## config.mk

```make
export PLATFORM = sky130hd
export DESIGN_NAME = uart_rx_top
export DESIGN_NICKNAME = d
export VERILOG_FILES = /design/src/rtl/uart_pkg.sv /design/src/rtl/uart_bit_sync.sv /design/src/rtl/uart_rx_top.sv
export SDC_FILE = /design/constraint.sdc
export NUM_CORES = 1
export LEC_CHECK = 0
export CORE_MARGIN = 2
export CORE_UTILIZATION = 55
export DETAILED_ROUTE_END_ITERATION = 16
export PLACE_DENSITY = 0.87
export SLEW_MARGIN = 40
export SYNTH_ARGS = -nofsm -noshare
export SYNTH_HDL_FRONTEND = slang
export SYNTH_SLANG_ARGS = --single-unit
```

## constraint.sdc

```tcl
create_clock -name clk -period 5.7 [get_ports clk]
set_clock_uncertainty 0.2 [all_clocks]
set_input_delay 1.14 -clock clk [delete_from_list [all_inputs] [get_ports clk]]
set_output_delay 1.14 -clock clk [all_outputs]
set_load 0.02 [all_outputs]
```

## src/rtl/uart_pkg.sv

```systemverilog
// Shared UART definitions: receiver state encoding, oversample default, word-length decode.
// Latency: none (types, constants and a pure function only).
// Backpressure: not applicable.
package uart_pkg;

   localparam int OVERSAMPLE_DEFAULT = 16;

   typedef enum logic [2:0] {
      IDLE,
      START,
      DATA,
      PARITY,
      STOP,
      BREAK_WAIT
   } rx_state_t;

   // Line-control word-length code to data bit count: 00->5 .. 11->8.
   function automatic logic [3:0] wls_to_bits(input logic [1:0] wls);
      return 4'd5 + {2'b00, wls};
   endfunction

endpackage

```

## src/rtl/uart_bit_sync.sv

```systemverilog
// Synchroniser flop chain bringing the asynchronous serial line into the clk domain.
// Latency: STAGES clk from d to q.
// Backpressure: none; samples every clk, resets to the idle-high line level.
module uart_bit_sync #(
   parameter int STAGES = 2
) (
   input  logic clk,
   input  logic rst,
   input  logic d,
   output logic q
);

   logic [STAGES-1:0] sync_q;
   logic [STAGES-1:0] sync_d;

   // Shift the raw line in at the bottom of the chain.
   always_comb begin
      sync_d    = sync_q << 1;
      sync_d[0] = d;
   end

   // Chain registers; reset to 1 so an idle line never looks like a start bit.
   always_ff @(posedge clk) begin
      if (rst) begin
         sync_q <= '1;
      end else begin
         sync_q <= sync_d;
      end
   end

   assign q = sync_q[STAGES-1];

endmodule

```

## src/rtl/uart_rx_top.sv

```systemverilog
// 16550-style UART receiver: 16x oversampled, 5-8 data bits, optional parity, one stop bit checked.
// Latency: push 1 clk after the stop-bit mid-sample tick, plus SYNC_STAGES clk of input sync.
// Backpressure: none; push is a one-clk strobe and the RX FIFO must accept it.
module uart_rx_top
   import uart_pkg::*;
#(
   parameter int OVERSAMPLE  = OVERSAMPLE_DEFAULT,
   parameter int MID_TICK    = OVERSAMPLE / 2 - 1,
   parameter int SYNC_STAGES = 2
) (
   input  logic       clk,
   input  logic       rst,
   input  logic       baud_pulse,
   input  logic       rx,
   input  logic       pen,
   input  logic       eps,
   input  logic       sticky_parity,
   input  logic [1:0] wls,
   output logic       push,
   output logic [7:0] dout,
   output logic       pe,
   output logic       fe,
   output logic       bi,
   output logic       rx_busy
);

   localparam int TW = $clog2(OVERSAMPLE);
   localparam logic [TW-1:0] MID_T  = TW'(MID_TICK);
   localparam logic [TW-1:0] LAST_T = TW'(OVERSAMPLE - 1);

   logic rx_s;

   uart_bit_sync #(.STAGES(SYNC_STAGES)) u_sync (
      .clk (clk),
      .rst (rst),
      .d   (rx),
      .q   (rx_s)
   );

   rx_state_t     state_q, state_d;
   logic [TW-1:0] tick_q, tick_d;
   logic [2:0]    bit_q, bit_d;
   logic [7:0]    data_q, data_d;
   logic [1:0]    wls_q, wls_d;
   logic          pen_q, pen_d, eps_q, eps_d, sticky_q, sticky_d;
   logic          par_bit_q, par_bit_d;
   logic          push_q, push_d;
   logic [7:0]    dout_q, dout_d;
   logic          pe_q, pe_d, fe_q, fe_d, bi_q, bi_d;
   logic          rx_busy_q, rx_busy_d;

   logic          last_data_bit;
   logic          exp_par;
   logic          bit_tick;

   // Frame decode helpers: mid-bit tick, final data bit, and the parity value this frame expects.
   always_comb begin
      bit_tick      = (tick_q == LAST_T);
      last_data_bit = ({1'b0, bit_q} == (wls_to_bits(wls_q) - 4'd1));
      exp_par       = sticky_q ? ~eps_q : (eps_q ? ^data_q : ~^data_q);
   end

   // Next-state and next-output logic; nothing moves without a baud tick.
   always_comb begin
      state_d   = state_q;
      tick_d    = tick_q;
      bit_d     = bit_q;
      data_d    = data_q;
      wls_d     = wls_q;
      pen_d     = pen_q;
      eps_d     = eps_q;
      sticky_d  = sticky_q;
      par_bit_d = par_bit_q;
      push_d    = 1'b0;
      dout_d    = dout_q;
      pe_d      = pe_q;
      fe_d      = fe_q;
      bi_d      = bi_q;
      if (baud_pulse) begin
         case (state_q)
            IDLE: begin
               if (!rx_s) begin
                  state_d = START;
                  tick_d  = '0;
               end
            end
            START: begin
               if (tick_q == MID_T) begin
                  if (rx_s) begin
                     state_d = IDLE;
                  end else begin
                     // Start bit confirmed: freeze line control for this frame.
                     state_d   = DATA;
                     tick_d    = '0;
                     bit_d     = '0;
                     data_d    = '0;
                     par_bit_d = 1'b0;
                     wls_d     = wls;
                     pen_d     = pen;
                     eps_d     = eps;
                     sticky_d  = sticky_parity;
                  end
               end else begin
                  tick_d = tick_q + TW'(1);
               end
            end
            DATA: begin
               if (bit_tick) begin
                  tick_d        = '0;
                  data_d[bit_q] = rx_s;
                  if (last_data_bit) begin
                     bit_d   = '0;
                     state_d = pen_q ? PARITY : STOP;
                  end else begin
                     bit_d = bit_q + 3'd1;
                  end
               end else begin
                  tick_d = tick_q + TW'(1);
               end
            end
            PARITY: begin
               if (bit_tick) begin
                  tick_d    = '0;
                  par_bit_d = rx_s;
                  state_d   = STOP;
               end else begin
                  tick_d = tick_q + TW'(1);
               end
            end
            STOP: begin
               if (bit_tick) begin
                  tick_d  = '0;
                  push_d  = 1'b1;
                  dout_d  = data_q;
                  pe_d    = pen_q & (par_bit_q != exp_par);
                  fe_d    = ~rx_s;
                  bi_d    = (data_q == 8'h00) & (~pen_q | ~par_bit_q) & ~rx_s;
                  // A low stop bit may be a break; wait for the line to recover before rearming.
                  state_d = rx_s ? IDLE : BREAK_WAIT;
               end else begin
                  tick_d = tick_q + TW'(1);
               end
            end
            BREAK_WAIT: begin
               if (rx_s) begin
                  state_d = IDLE;
               end
            end
            default: begin
               state_d = IDLE;
            end
         endcase
      end
      rx_busy_d = (state_d != IDLE) && (state_d != BREAK_WAIT);
   end

   // All receiver state and registered outputs.
   always_ff @(posedge clk) begin
      if (rst) begin
         state_q   <= IDLE;
         tick_q    <= '0;
         bit_q     <= '0;
         data_q    <= '0;
         wls_q     <= '0;
         pen_q     <= 1'b0;
         eps_q     <= 1'b0;
         sticky_q  <= 1'b0;
         par_bit_q <= 1'b0;
         push_q    <= 1'b0;
         dout_q    <= '0;
         pe_q      <= 1'b0;
         fe_q      <= 1'b0;
         bi_q      <= 1'b0;
         rx_busy_q <= 1'b0;
      end else begin
         state_q   <= state_d;
         tick_q    <= tick_d;
         bit_q     <= bit_d;
         data_q    <= data_d;
         wls_q     <= wls_d;
         pen_q     <= pen_d;
         eps_q     <= eps_d;
         sticky_q  <= sticky_d;
         par_bit_q <= par_bit_d;
         push_q    <= push_d;
         dout_q    <= dout_d;
         pe_q      <= pe_d;
         fe_q      <= fe_d;
         bi_q      <= bi_d;
         rx_busy_q <= rx_busy_d;
      end
   end

   assign push    = push_q;
   assign dout    = dout_q;
   assign pe      = pe_q;
   assign fe      = fe_q;
   assign bi      = bi_q;
   assign rx_busy = rx_busy_q;

endmodule

```

# Word level (Yosys, flattened, before mapping)
# Index checks and enable logic that the tools add are counted.
# W data, S select, Z words.
# classes
n_addsub,4
n_lt_le_gt_ge,2
n_eq_ne,14
n_mux,35
n_bitwise,10
reduce_logical,17
# ops
cell,count
$mux W3,14
$mux W8,3
$pmux W3 S6,1
$pmux W8 S2,1
$mux W4,3
$pmux W4 S3,1
$reduce_and A5 Y1,2
$bwmux W8,1
$logic_not A8 Y1,1
$ne A2 B2 Y1 const B,4
$reduce_xnor A8 Y1,1
$reduce_xor A8 Y1,1
$mux W1,7
$eq A3 B2 Y1 const B,2
$eq A3 B3 Y1 const B,2
$not A1 Y1,6
$pmux W3 S2,1
$reduce_bool A3 Y1,2
$reduce_or A3 Y1,2
$add A3 B2 Y4 const A,1
$add A4 B1 Y4 const B,1
$eq A3 B4 Y1,1
$eq A4 B3 Y1 const B,1
$eq A4 B4 Y1 const B,1
other kinds (18),22
# totals
reg_bits,39
input_bits,9
out_inout_bits,13
word_cells,98

# Longest topological paths before layout
# logic_depth
word_depth,9
ltp_mapped,7

# By module
# A second synthesis with hierarchy kept.
# hier_totals
hier_cells,260
area_unflattened_um2,2013.2
# by_module_without_submodules
module,n_inst,cells_per_inst,area_per_inst_um2,seq_area_each_um2
uart_rx_top,1,256,1960.6,740.7
uart_bit_sync,1,4,52.6,40.0

# Worst setup path before layout
# Ideal clock, no wire load.
# synth_timing
path_kind,in2reg
startpoint,input baud_pulse
endpoint,register data_q[2]
setup_ps,70
arrival_time_ps,2249
required_ps,5430
setup_slack_ps,3181
cell_stages,6
path_buffers,1
cell_sequence,or2b_2 > a211oi_4 > and3_1 > buf_6 > nand2_1 > a21oi_1
# synth_via
elab_chain_cells,1
# synth_rtl
item,line_no,text
start: declaration,uart_rx_top.sv:13,"input logic baud_pulse,"
$reduce_and A5 Y1 (no source line),n/a,
end signal: assignment,uart_rx_top.sv:179,data_q <= data_d;
end: declaration,uart_rx_top.sv:43,"logic [7:0] data_q, data_d;"
# Every way passes these cells.
# A chain may end at the register's enable or synchronous reset.

# Worst setup path after layout
# layout_timing
startpoint,input baud_pulse
endpoint,register par_bit_q
# layout_via
elab_chain_cells,1
# layout_rtl
item,line_no,text
$reduce_and A5 Y1 (no source line),n/a,
end signal: assignment,uart_rx_top.sv:184,par_bit_q <= par_bit_d;
end: declaration,uart_rx_top.sv:46,"logic par_bit_q, par_bit_d;"
# Every way passes these cells.

==> reports/results.md <==
| Metric | Value | Unit |
|:---|:---|:---|
| Fraction of layout instances using a drive strength above 1 | 0.0743 | - |
| Number of buffers inserted during clock tree synthesis | 5 | - |
| Power Density | 208 | nW/um2 |
| Non-filler instance count after layout | 317 | - |
| Number of buffers inserted by port buffering | 21 | - |
| Most frequent standard cell in the layout excluding fill and tap cells | nor2_1 | - |
| Cell with the biggest individual delay on the critical path | clkdlybuf4s50_1 | - |
| Global-route wire length before repair | 7.31 | mm |
| Count of vias placed by the detailed router | 1812 | - |
| Die area | 4310 | um2 |
| Count of instances resized after the clock tree is built | 0 | - |
| Largest net degree at the start of global routing | 40 | - |
| Starting density of the core | 0.571 | - |
| Sequential element share of the synthesized area | 0.374 | - |
| Final worst hold slack | 213 | ps |
| Top cells by area in the synthesized netlist | dfxtp_1, nor2_1, a21oi_1 | - |
| Cell chain of the critical path | clkdlybuf4s50_1, or2b_2, nor3_2, nor2_1, a22oi_1, nor2_1 | - |
| Max-capacitance violation count | 0 | - |
| Placeable core region | 3660 | um2 |
| Accumulated negative setup slack | 0 | ps |
| Via density per instance | 5.72 | - |
| Run status | completed | - |
| Final Max Tran Viols | 0 | - |
| CTS sink cnt | 39 | - |
| Syn-to-layout area delta | 11.6 | % |
| Async set-or-reset flop fraction in the synthesized netlist | 0 | - |
| Longest individual stage delay on the worst path | 620 | ps |
| Maximum level of the CTS H-tree | 2 | - |
| Final critical-path required period | 3120 | ps |
| Number of design rule violations left after detail routing | 0 | - |
| DR pass1 iterations | 4 | - |
| Combinational power share | 0.049 | - |
| Count of synthesis-stage warnings from yosys | 0 | - |
| DP Wirelength | 2.93 | mm |
| Max Freq | 320 | MHz |
| Max Buffers Root-to-Sink | 2 | - |
| Initial antenna violation count | 0 | - |
| Placed Instances | 308 | - |
| Via count of the first global-routing pass | 1629 | - |
| Worst min-delay path class | reg -> reg | - |
| RSZ-0062 raised after global routing | no | - |
| Final net count | 283 | - |
| Netlist area before placement | 2090 | um2 |
| Worst-Skew Late Latency | 310 | ps |
| Leakage power total | 0.781 | nW |
| Peak supply drop | 0.000181 | V |
| Cell type with the highest aggregate area in the netlist | dfxtp_1 | - |
| Part of the power in registers | 0.574 | - |
| CTS Root Buffer Type | clkbuf_8 | - |
| RR Startpoint | tick_q[0] | - |
| Tcrit/Tclk final | 0.548 | - |
| Cell Rows | 22 | - |
| Vertical die dimension | 65.6 | um |
| Worst Path Required | 5690 | ps |
| Part of the power in the clock network | 0.377 | - |
| Number of setup violations in the final report | 0 | - |
| Portion of synthesized cell area occupied by the leading cell type | 0.374 | - |
| Detailed Route Iter0 Violations | 173 | - |
| Routability congestion estimate from global placement | 0.905 | - |
| Internal power | 371 | uW |
| Number of buffers inserted for hold repair after clock tree synthesis | 0 | - |
| Buffer count from post-CTS setup fixing | 0 | - |
| Kind of start point of the critical path | primary input | - |
| Clock transition at the registers of the reported paths | 80 | ps |
| Count of inserted antenna diode cells | 0 | - |
| Start point of the critical path | baud_pulse | - |
| Number of distinct library cells after synthesis | 49 | - |
| Hold path startpoint | u_sync.sync_q[0] | - |
| Register bit count reported by yosys | 39 | - |
| Post-DRT Antenna Nets | 0 | - |
| CP Class | in -> reg | - |
| Worst-path fanout max | 8 | - |
| Drt wl/cell | 13.8 | um |
| Syn_area_per_cell | 8.26 | um2 |
| Delay-heaviest family, CP | simple AND/OR/NAND/NOR gates | - |
| Number of instances in the synthesized netlist | 253 | - |
| Cell repeated most along the worst path | nor2_1 | - |
| Post-Synthesis Net Count | 268 | - |
| Sort of element at the end of the critical path | flip-flop | - |
| TritonCTS clock tree | done | - |
| EDFF count, synth | 0 | - |
| Critical path data arrival time | 3110 | ps |
| Worst rel slew slack | 0.555 | - |
| GRT Resource Usage Total | 0.221 | - |
| Die Width | 65.6 | um |
| Transition time at the pin with the least slew margin | 664 | ps |
| Most frequent cells in the layout | nor2_1, dfxtp_1, a21oi_1, clkdlybuf4s50_1, o21ai_0 | - |
| Global-route congestion overflow total | 0 | - |
| Buffer and inverter count on the worst path | 1 | - |
| Switching Share | 0.234 | - |
| Final Hold Violating Endpoints | 0 | - |
| Routed WL | 4.38 | mm |
| Switching power total | 114 | uW |
| Most used flip-flop cell after synthesis | dfxtp_1 | - |
| Num ports | 22 | - |
-- through the flow --
| step | setup slack [ps] | total power, mW | utilization | cell area [um2] |
|---|---|---|---|---|
| after floorplan | 3180 | 0.300 | - | 2090 |
| after global placement | 2270 | 0.307 | 0.611 | 2240 |
| after detailed placement | 2220 | 0.308 | 0.611 | 2240 |
| after CTS | 2540 | 0.487 | 0.634 | 2320 |
| after global routing | 2470 | 0.501 | 0.637 | 2330 |
| final | 2580 | 0.485 | 0.637 | 2330 |
-- cells by family after synthesis --
family	Yosys count	share of synthesized area
AND/OR/NAND/NOR	105	0.257
AO/OA/AOI/OAI	63	0.195
flip-flops	39	0.374
buffers and inverters	28	0.0850
XOR/XNOR	7	0.0293
adder cells (fa/ha/maj)	6	0.0359
multiplexers	5	0.0240
-- synthesized netlist by cell type (all sizes together) (2+ instances only) --
library cell / instances
ha: 6
buf: 7
a21oi: 21
a211oi: 2
nand3b: 4
dfxtp: 39
nor3: 10
and3: 5
or2: 2
nand3: 5
o21ai: 17
or3: 2
xor2: 2
mux2i: 5
clkbuf: 8
o31ai: 2
xnor2: 5
inv: 13
a22oi: 9
nor2: 49
nor2b: 2
nand2b: 2
nand4: 2
a211o: 3
nand2: 7
nor3b: 6
nor4: 3
-- state kept, by name, summed over array words and instances, names as in the netlist --
signal and cells:
data_q 8, wls_q 2, eps_q 1, fe 1
bit_q 3, bi 1, sticky_q 1, pe 1
dout 8, u_sync.sync_q 2, tick_q 4, push 1
rx_busy 1, state_q 3, par_bit_q 1, pen_q 1
-- power groups by stage --
stage	sequential, mW	combinational, mW	clock [mW]
after floorplan	0.282	0.0182	0
final	0.278	0.0238	0.183
after detailed placement	0.284	0.0235	0
after global routing	0.278	0.0261	0.196
after global placement	0.284	0.0228	0
after CTS	0.278	0.0237	0.186
-- worst paths after layout --
| path | to | slack (ps) | cells after the start |
|---|---|---|---|
| max | par_bit_q | 2580 | 6 |
| min reg2reg | u_sync.sync_q[1] | 210 | 1 |
| min | u_sync.sync_q[1] | 210 | 1 |
| max reg2reg | rx_busy | 3190 | 6 |
-- final cells by class --
cell class                      instances  area (um2)
Fill cell                             326        1330
Multi-Input combinational cell        186        1130
Sequential cell                        39         781
Timing Repair Buffer                   23         229
Clock buffer                            7        76.3
Tap cell                               48        60.1
Inverter                               13        48.8
Clock inverter                          1        5.00
-- metal layers --
metal	track usage	vias to the layer above	part of all wire
met5	0	-	0
met4	0.0938	0	0.017
met3	0.0685	9	0.056
met2	0.366	52	0.48
met1	0.263	834	0.45
li1	-	917	-
Power figures use the tool's default switching activity.
